**src/rtl/unibus_npr_master.sv**
```systemverilog
// Unibus NPR bus master: arbitrates for the bus with NPR/NPG/SACK, takes BBSY,
// then runs one DATI, DATO or DATOB cycle with the MSYN/SSYN handshake on behalf
// of a local requester. A missing SSYN ends the cycle with an error.
module unibus_npr_master #(
    parameter int DESKEW  = 4,
    parameter int TIMEOUT = 500
) (
    input  logic        clk,
    input  logic        reset_n,
    input  logic        req,
    input  logic        req_write,
    input  logic        req_byte,
    input  logic [17:0] req_addr,
    input  logic [15:0] req_wdata,
    output logic        busy,
    output logic        done,
    output logic        err,
    output logic [15:0] rdata,
    input  logic        bus_init,
    input  logic        bus_npg_in,
    output logic        bus_npg_out,
    output logic        bus_npr,
    output logic        bus_sack_out,
    input  logic        bus_bbsy,
    output logic        bus_bbsy_out,
    input  logic        bus_ssyn,
    output logic        bus_msyn_out,
    output logic [17:0] bus_addr_out,
    output logic        bus_c0_out,
    output logic        bus_c1_out,
    input  logic [15:0] bus_d,
    output logic [15:0] bus_d_out
);

    localparam int TW = $clog2(TIMEOUT + 1);
    localparam int DW = $clog2(DESKEW + 1);
    localparam logic [TW-1:0] TLAST = TW'(TIMEOUT - 1);
    localparam logic [DW-1:0] DLAST = DW'(DESKEW - 1);

    typedef enum logic [2:0] {
        S_IDLE,
        S_REQ,
        S_SACK,
        S_ADDR,
        S_MSYN,
        S_LATCH,
        S_END
    } state_t;

    state_t        state;
    logic          lat_write;
    logic          lat_byte;
    logic [17:0]   lat_addr;
    logic [15:0]   lat_wdata;
    logic          timed_out;
    logic [DW-1:0] dcnt;
    logic [TW-1:0] tcnt;

    assign busy = (state != S_IDLE);

    // The grant chain is broken while we are asking for or acknowledging the bus
    assign bus_npg_out = (state == S_REQ || state == S_SACK) ? 1'b0 : bus_npg_in;

    // Master sequencer: arbitration, address/data phase, handshake, release
    always_ff @(posedge clk or negedge reset_n) begin
        if (!reset_n) begin
            state        <= S_IDLE;
            lat_write    <= 1'b0;
            lat_byte     <= 1'b0;
            lat_addr     <= '0;
            lat_wdata    <= '0;
            timed_out    <= 1'b0;
            dcnt         <= '0;
            tcnt         <= '0;
            done         <= 1'b0;
            err          <= 1'b0;
            rdata        <= '0;
            bus_npr      <= 1'b0;
            bus_sack_out <= 1'b0;
            bus_bbsy_out <= 1'b0;
            bus_msyn_out <= 1'b0;
            bus_addr_out <= '0;
            bus_c0_out   <= 1'b0;
            bus_c1_out   <= 1'b0;
            bus_d_out    <= '0;
        end else begin
            done <= 1'b0;
            err  <= 1'b0;
            if (bus_init) begin
                state        <= S_IDLE;
                bus_npr      <= 1'b0;
                bus_sack_out <= 1'b0;
                bus_bbsy_out <= 1'b0;
                bus_msyn_out <= 1'b0;
                bus_addr_out <= '0;
                bus_c0_out   <= 1'b0;
                bus_c1_out   <= 1'b0;
                bus_d_out    <= '0;
                if (state != S_IDLE) begin
                    done <= 1'b1;
                    err  <= 1'b1;
                end
            end else begin
                case (state)
                    S_IDLE: begin
                        if (req) begin
                            lat_write <= req_write;
                            lat_byte  <= req_byte;
                            lat_addr  <= req_addr;
                            lat_wdata <= req_wdata;
                            timed_out <= 1'b0;
                            bus_npr   <= 1'b1;
                            state     <= S_REQ;
                        end
                    end
                    S_REQ: begin
                        if (bus_npg_in) begin
                            bus_npr      <= 1'b0;
                            bus_sack_out <= 1'b1;
                            state        <= S_SACK;
                        end
                    end
                    S_SACK: begin
                        if (!bus_npg_in && !bus_bbsy && !bus_ssyn) begin
                            bus_sack_out <= 1'b0;
                            bus_bbsy_out <= 1'b1;
                            bus_addr_out <= lat_addr;
                            bus_c1_out   <= lat_write;
                            bus_c0_out   <= lat_write & lat_byte;
                            bus_d_out    <= lat_write ? lat_wdata : 16'h0000;
                            dcnt         <= '0;
                            state        <= S_ADDR;
                        end
                    end
                    S_ADDR: begin
                        if (dcnt == DLAST) begin
                            bus_msyn_out <= 1'b1;
                            tcnt         <= '0;
                            state        <= S_MSYN;
                        end else begin
                            dcnt <= dcnt + DW'(1);
                        end
                    end
                    S_MSYN: begin
                        if (bus_ssyn) begin
                            dcnt <= '0;
                            if (lat_write) begin
                                bus_msyn_out <= 1'b0;
                                state        <= S_END;
                            end else begin
                                state <= S_LATCH;
                            end
                        end else if (tcnt == TLAST) begin
                            bus_msyn_out <= 1'b0;
                            timed_out    <= 1'b1;
                            dcnt         <= '0;
                            state        <= S_END;
                        end else begin
                            tcnt <= tcnt + TW'(1);
                        end
                    end
                    S_LATCH: begin
                        if (dcnt == DLAST) begin
                            rdata        <= bus_d;
                            bus_msyn_out <= 1'b0;
                            dcnt         <= '0;
                            state        <= S_END;
                        end else begin
                            dcnt <= dcnt + DW'(1);
                        end
                    end
                    S_END: begin
                        if (bus_ssyn && !timed_out) begin
                            dcnt <= '0;
                        end else if (dcnt == DLAST) begin
                            bus_bbsy_out <= 1'b0;
                            bus_addr_out <= '0;
                            bus_c0_out   <= 1'b0;
                            bus_c1_out   <= 1'b0;
                            bus_d_out    <= '0;
                            done         <= 1'b1;
                            err          <= timed_out;
                            state        <= S_IDLE;
                        end else begin
                            dcnt <= dcnt + DW'(1);
                        end
                    end
                    default: state <= S_IDLE;
                endcase
            end
        end
    end

endmodule
```
**config.mk**
```make
export PLATFORM = sky130hd
export DESIGN_NAME = unibus_npr_master
export DESIGN_NICKNAME = d
export VERILOG_FILES = /design/src/rtl/unibus_npr_master.sv
export SDC_FILE = /design/constraint.sdc
export NUM_CORES = 1
export LEC_CHECK = 0
export BUFFER_PORTS_ARGS = -buffer_cell sky130_fd_sc_hd__buf_2
export CAP_MARGIN = 20
export CORE_ASPECT_RATIO = 1.2
export CORE_MARGIN = 5
export CORE_UTILIZATION = 45
export CTS_BUF_LIST = sky130_fd_sc_hd__clkbuf_16
export CTS_CLUSTER_DIAMETER = 30
export CTS_CLUSTER_SIZE = 8
export DETAILED_ROUTE_END_ITERATION = 8
export GPL_ROUTABILITY_DRIVEN = 0
export PLACE_DENSITY = 0.75
export SYNTH_ARGS = -nofsm -noshare
export SYNTH_HDL_FRONTEND = slang
export SYNTH_SLANG_ARGS = --single-unit
```
**constraint.sdc**
```tcl
create_clock -name clk -period 2.8 [get_ports clk]
set_input_delay 0.56 -clock clk [delete_from_list [all_inputs] [get_ports clk]]
set_output_delay 0.56 -clock clk [all_outputs]
set_load 0.005 [all_outputs]
```
==> results of run 1 <==
[layout by cell type, fill, tap and decap left out, drive strengths merged, types with 2 or more instances in the layout]
| cell | n |
|---|---|
| nor2b | 5 |
| clkinv | 3 |
| o21a | 3 |
| ha | 3 |
| a31oi | 6 |
| nand2b | 3 |
| a22o | 36 |
| o21ai | 19 |
| buf | 128 |
| nand4 | 4 |
| nor4 | 2 |
| nand3 | 7 |
| a21oi | 11 |
| clkinvlp | 2 |
| nand2 | 13 |
| mux2 | 53 |
| a21o | 3 |
| inv | 11 |
| nor3 | 3 |
| nor2 | 17 |
| o22ai | 3 |
| dfrtp | 110 |
| and3 | 3 |
| clkbuf | 9 |
[metal layers]
metal	GRT usage (%)	vias up
li1	-	1533
met5	0	-
met1	23.16	1581
met3	5.713	15
met2	25.00	123
met4	5.332	0
[kinds of logic after synthesis]
logic type               after synthesis  share of synthesized area [%]
buffers and inverters                 29                          3.232
XOR/XNOR                               1                         0.1918
flip-flops                           110                          60.26
AND/OR/NAND/NOR                       64                          7.368
adder cells (fa/ha/maj)                3                         0.8218
AO/OA/AOI/OAI                         92                          14.85
multiplexers                          54                          13.28
[flip-flops by register name (all words and copies together) (netlist names), 3 cells and up]
signal        flops
bus_addr_out     18
state             3
lat_wdata        16
lat_addr         18
rdata            16
bus_d_out        16
dcnt              3
tcnt              9
[power by group through the flow]
stage               registers [mW]  logic [mW]  clock network (mW)
finish                        2.10       0.707                1.17
global route                  2.15       0.788                1.28
CTS                           2.10       0.717                1.21
detailed placement            2.13       0.713                   0
global placement              2.12       0.685                   0
floorplan                     2.06       0.550                   0
[worst min path at each step]
stage / to / slack, ns / cells past startpoint / startpoint
2_1_floorplan: bus_addr_out[0]$_DFFE_PN0P_ / 0.26 / 0 / reset_n
3_3_place_gp: bus_d_out[6]$_DFFE_PN0P_ / 0.47 / 1 / lat_wdata[6]$_DFFE_PN0P_
3_5_place_dp: bus_d_out[1]$_DFFE_PN0P_ / 0.47 / 1 / lat_wdata[1]$_DFFE_PN0P_
4_1_cts: lat_wdata[14]$_DFFE_PN0P_ / 0.19 / 1 / reset_n
5_1_grt: lat_wdata[9]$_DFFE_PN0P_ / 0.21 / 1 / reset_n
6_report: lat_wdata[14]$_DFFE_PN0P_ / 0.17 / 1 / reset_n
[cell type report]
type,count,area share (%)
flip-flops and latches,110,49.37
multi-input cells,214,30.12
repair buffers,128,12.21
clock buffers,9,4.039
well taps,126,2.828
clock inverters,7,0.8303
inverters,9,0.6059
[per-stage QoR]
step,setup slack [ns],instances
6_report,0.3649,603
4_1_cts,0.3770,603
3_3_place_gp,0.7116,587
5_1_grt,0.2709,603
3_5_place_dp,0.6481,587
2_1_floorplan,0.9514,353
==> impl_metrics.csv, run 1 <==
group,metric,value,unit
sta,clock.fmax,0.4107,GHz
final_layout,stdcell_area,5575,um2
critical_path,rr_startpoint,"dcnt[0]$_DFFE_PN0P_",
critical_path,crit_fanout,15,
critical_path,crit_end,"bus_npg_out",
synthesis,synth_top_area_cell,"dfrtp_1",
run,cap_viol_max_count,0,
pwr,static-leakage-power,2.861,nW
synthesis,synth_commonest_cells,"110 x dfrtp_1, 53 x mux2_2, 36 x a22o_1",
critical_path,worst-r2r-cell-count,8,
floorplanning,die_h,120.4,um
critical_path,cp_slowest_cell,"dfrtp_1",
cts,clkLatencyLatePin,0.35,ns
sta,slew_violations,0,
cts,cts_buffer_depth,2,
synthesis,avgSynthCellArea,12.94,um2
cts,cts_made_buffers,9,
synthesis,ys_ff_latch,110,
synthesis,synth.area.top_cells,"dfrtp_1 60%, mux2_2 13%, a22o_1 6.9%, o21ai_0 2.1%, buf_2 1.4%",
cts,cts_tree,"yes",
synthesis,yosysTopAreaCellShare,60.26,%
pwr,powerDensity,713.9,nW/um2
global_route,grt_antenna_before_repair,0,
detailed_routing,totalWireLength,9.800,mm
cts,cts_root_buf,"clkbuf_16",
cts,clk_pin_slew,0.07,ns
place,hpwlAfterDp,6.930,mm
pwr,power_frac_comb,17.8,%
global_route,grt_pass1_vias,3326,
critical_path,cp_top_family,"flip-flops",
global_route,grt_overflow,0,
critical_path,path_class,"flip-flop to primary output",
critical_path,required,2.24,ns
synthesis,synth_flop_cell,"dfrtp_1",
floorplanning,ios,119,
cts,post_cts_buffers,0,
floorplanning,num_rows,40,
final_layout,drive_above_1_share,43.19,%
final_layout,multi_input_area,1679,um2
sta,setup_viol,0,
sta,slew_headroom,59.24,%
min_path,hp-class,"input port to asynchronous set/reset pin",
sta,timing.final.crit_share,86.97,%
pwr,clkPwrFrac,29.4,%
detailed_routing,wl_per_cell,16.25,um
detailed_routing,vias,3252,
place,port_buffers,118,
sta,finalHoldViolations,0,
sta,holdWs,0.1741,ns
detailed_routing,met2_length,4.567,mm
synthesis,synth_area,4568,um2
pwr,p_total,3.980,mW
sta,finalCriticalPeriod,2.435,ns
cts,ctsHtreeMaxLevel,3,
global_route,grt_start_max_net_pins,52,
synthesis,synth_most_common_cell,"dfrtp_1",
critical_path,setup.worst_path.end_class,"primary output",
synthesis,ys_warn_count,0,
detailed_routing,met3_length,824,um
final_layout,areaGrowthSynthToFinish,22.05,%
synthesis,synth_cells,353,
critical_path,path_cells,"nor2b_2, nor2_1, o21a_1, buf_2",
pwr,p_sw_share,27.02,%
floorplanning,initial_core_util,45.87,%
final_layout,seqCellArea,2753,um2
cts,cts-resized-gates,0,
sta,rsz0062_at_grt,"false",
detailed_routing,drt_iter0_markers,161,
final_layout,num-fill-cells,846,
floorplanning,die_area,12270,um2
place,placed_cell_area,5304,um2
final_layout,final_util,55.98,%
critical_path,path_buf_inv,1,
cts,cts_hold_buf,0,
critical_path,crit_cells,4,
sta,fin_setup_tns,0,ns
synthesis,async_reset_ff_share,100.0,%
detailed_routing,first_pass_iters,4,
final_layout,diodes,0,
detailed_routing,wl_met1,4.260,mm
floorplanning,core_region_area,9960,um2
synthesis,synth_edf_count,0,
detailed_routing,ant_nets,0,
detailed_routing,via_per_inst,5.393,
global_route,grt_pass1_wl,16.30,mm
critical_path,crit_start,"state[1]$_DFFE_PN0P_",
cts,cts.sinks,110,
critical_path,timing.rr.end,"dcnt[0]$_DFFE_PN0P_",
pwr,ir_worst_vdd,0.4835,mV
final_layout,nets,534,
floorplanning,die-width,102.0,um
sta,worstMarginPinSlew,0.6088,ns
critical_path,crit_arrival,1.88,ns
outcome,status,"completed",
pwr,seqPwrFrac,52.8,%
critical_path,cpPeakStageDelay,0.64,ns
sta,finClkSkew,0.008492,ns
pwr,p_switching,1.075,mW
pwr,p_int,2.905,mW
synthesis,synth_cell_types,49,
critical_path,r2r_slack,0.66,ns
detailed_routing,top_layer,"met4",
detailed_routing,route.detailed.drc,0,
synthesis,ys_seq_area_share,60.26,%
critical_path,start_kind,"flip-flop",
synthesis,syn-num-nets,415,
global_route,track_usage,16.80,%
Note: power is estimated with default switching activity, not from simulation.
==> run 2, diff against run 1 <==
Settings changed: PLACE_DENSITY 0.75 to 0.7.
==> impl_metrics.csv, run 2 (synthesis results as in run 1) <==
group,metric,value,unit
critical_path,crit_end,"bus_npg_out",
cts,cts_tree,"yes",
cts,clkLatencyLatePin,0.34,ns
floorplanning,die-width,102.0,um
global_route,grt_pass1_vias,3405,
critical_path,path_class,"flip-flop to primary output",
global_route,grt_start_max_net_pins,71,
sta,finalCriticalPeriod,2.449,ns
sta,fin_setup_tns,0,ns
global_route,track_usage,17.08,%
detailed_routing,vias,3285,
final_layout,final_common_cell,"buf_2",
pwr,static-leakage-power,2.848,nW
cts,cts_hold_buf,0,
final_layout,nets,529,
sta,finalHoldViolations,0,
cts,cts-resized-gates,0,
floorplanning,num_rows,40,
detailed_routing,via_per_inst,5.493,
critical_path,required,2.24,ns
critical_path,r2r_slack,0.37,ns
sta,rsz0062_at_grt,"false",
critical_path,crit_fanout,15,
global_route,grt_pass1_wl,16.62,mm
detailed_routing,totalWireLength,10.16,mm
floorplanning,ios,119,
cts,clk_pin_slew,0.07,ns
cts,ctsHtreeMaxLevel,3,
critical_path,crit_start,"state[1]$_DFFE_PN0P_",
critical_path,worst-r2r-cell-count,3,
final_layout,final_util,55.84,%
detailed_routing,first_pass_iters,4,
cts,cts.sinks,110,
cts,post_cts_buffers,0,
critical_path,setup.worst_path.end_class,"primary output",
run,cap_viol_max_count,0,
final_layout,diodes,0,
floorplanning,initial_core_util,45.87,%
final_layout,reg_top3,"bus_addr_out: 18 flops, lat_addr: 18 flops",
floorplanning,die_area,12270,um2
critical_path,crit_arrival,1.89,ns
sta,slew_headroom,31.78,%
sta,worstMarginPinSlew,1.021,ns
sta,finClkSkew,0.004206,ns
place,port_buffers,118,
detailed_routing,drt_iter0_markers,232,
floorplanning,die_h,120.4,um
sta,timing.final.crit_share,87.46,%
global_route,grt_antenna_before_repair,1,
final_layout,final_cell_mix,"117 x buf_2, 110 x dfrtp_1, 53 x mux2_2, 36 x a22o_1, 19 x o21ai_0",
critical_path,timing.rr.end,"rdata[10]$_DFFE_PN0P_",
final_layout,drive_above_1_share,41.95,%
detailed_routing,ant_nets,0,
pwr,ir_worst_vdd,0.3976,mV
cts,cts_buffer_depth,2,
pwr,powerDensity,726.0,nW/um2
min_path,hp-class,"input port to asynchronous set/reset pin",
detailed_routing,wl_per_cell,16.99,um
final_layout,areaGrowthSynthToFinish,21.75,%
cts,cts_made_buffers,9,
critical_path,rr_startpoint,"state[0]$_DFFE_PN0P_",
outcome,status,"completed",
final_layout,num-fill-cells,865,
place,hpwlAfterDp,7.302,mm
sta,clock.fmax,0.4083,GHz
cts,cts_root_buf,"clkbuf_16",
critical_path,start_kind,"flip-flop",
sta,slew_violations,0,
global_route,grt_overflow,0,
sta,setup_viol,0,
floorplanning,core_region_area,9960,um2
detailed_routing,route.detailed.drc,0,
run 2: worst min-delay path by stage:
stage,cells after the start,start,to,slack (ns)
2_1_floorplan,0,reset_n,bus_addr_out[0]$_DFFE_PN0P_,0.26
3_3_place_gp,1,bus_c1_out$_DFFE_PN0P_,bus_c1_out$_DFFE_PN0P_,0.47
3_5_place_dp,1,bus_c1_out$_DFFE_PN0P_,bus_c1_out$_DFFE_PN0P_,0.48
4_1_cts,1,reset_n,dcnt[2]$_DFFE_PN0P_,0.22
5_1_grt,1,reset_n,lat_addr[9]$_DFFE_PN0P_,0.25
6_report,1,reset_n,bus_npr$_DFFE_PN0P_,0.20
run 2: area by class of cell:
cell class,instances,area (um2),share of cell area (%)
multi-input cells,214,1687,30.33
flip-flops and latches,110,2753,49.49
well taps,126,157.7,2.835
repair buffers,123,643.1,11.56
inverters,9,33.78,0.6074
clock inverters,7,62.56,1.125
clock buffers,9,225.2,4.049
run 2: critical path: stages (launching register included):
cell,delay [ns]
dfrtp_1,0.65
nor2b_2,0.51
nor2_1,0.08
o21a_1,0.18
buf_2,0.13
run 2: metal layers:
metal / routed length, um / global-route usage (%) / share of wire, % / up-vias
li1: - / - / - / 1519
met1: 4204 / 22.24 / 41 / 1625
met2: 4994 / 27.28 / 49 / 119
met3: 760 / 4.674 / 7.5 / 20
met4: 192 / 6.153 / 1.9 / 2
met5: 7 / 0 / 0.069 / -
run 2: metrics by stage:
step | total power, mW | hold slack [ns] | cells | worst slack (ns) | instance area, um2
2_1_floorplan | 2.609 | 0.2644 | 353 | 0.9514 | 4568
3_3_place_gp | 2.800 | 0.4666 | 582 | 0.4442 | 5274
3_5_place_dp | 2.852 | 0.4766 | 582 | 0.3825 | 5274
4_1_cts | 4.093 | 0.2176 | 598 | 0.3526 | 5562
5_1_grt | 4.282 | 0.2498 | 598 | 0.1568 | 5562
6_report | 4.038 | 0.2011 | 598 | 0.3511 | 5562
run 2: power breakdown:
| part | internal [mW] | leakage (nW) | switching [mW] | total, mW |
|---|---|---|---|---|
| clock | 0.686 | 0.140 | 0.542 | 1.23 |
| combinational | 0.385 | 1.26 | 0.319 | 0.704 |
| sequential | 1.91 | 1.45 | 0.198 | 2.11 |
| total | 2.98 | 2.85 | 1.06 | 4.04 |
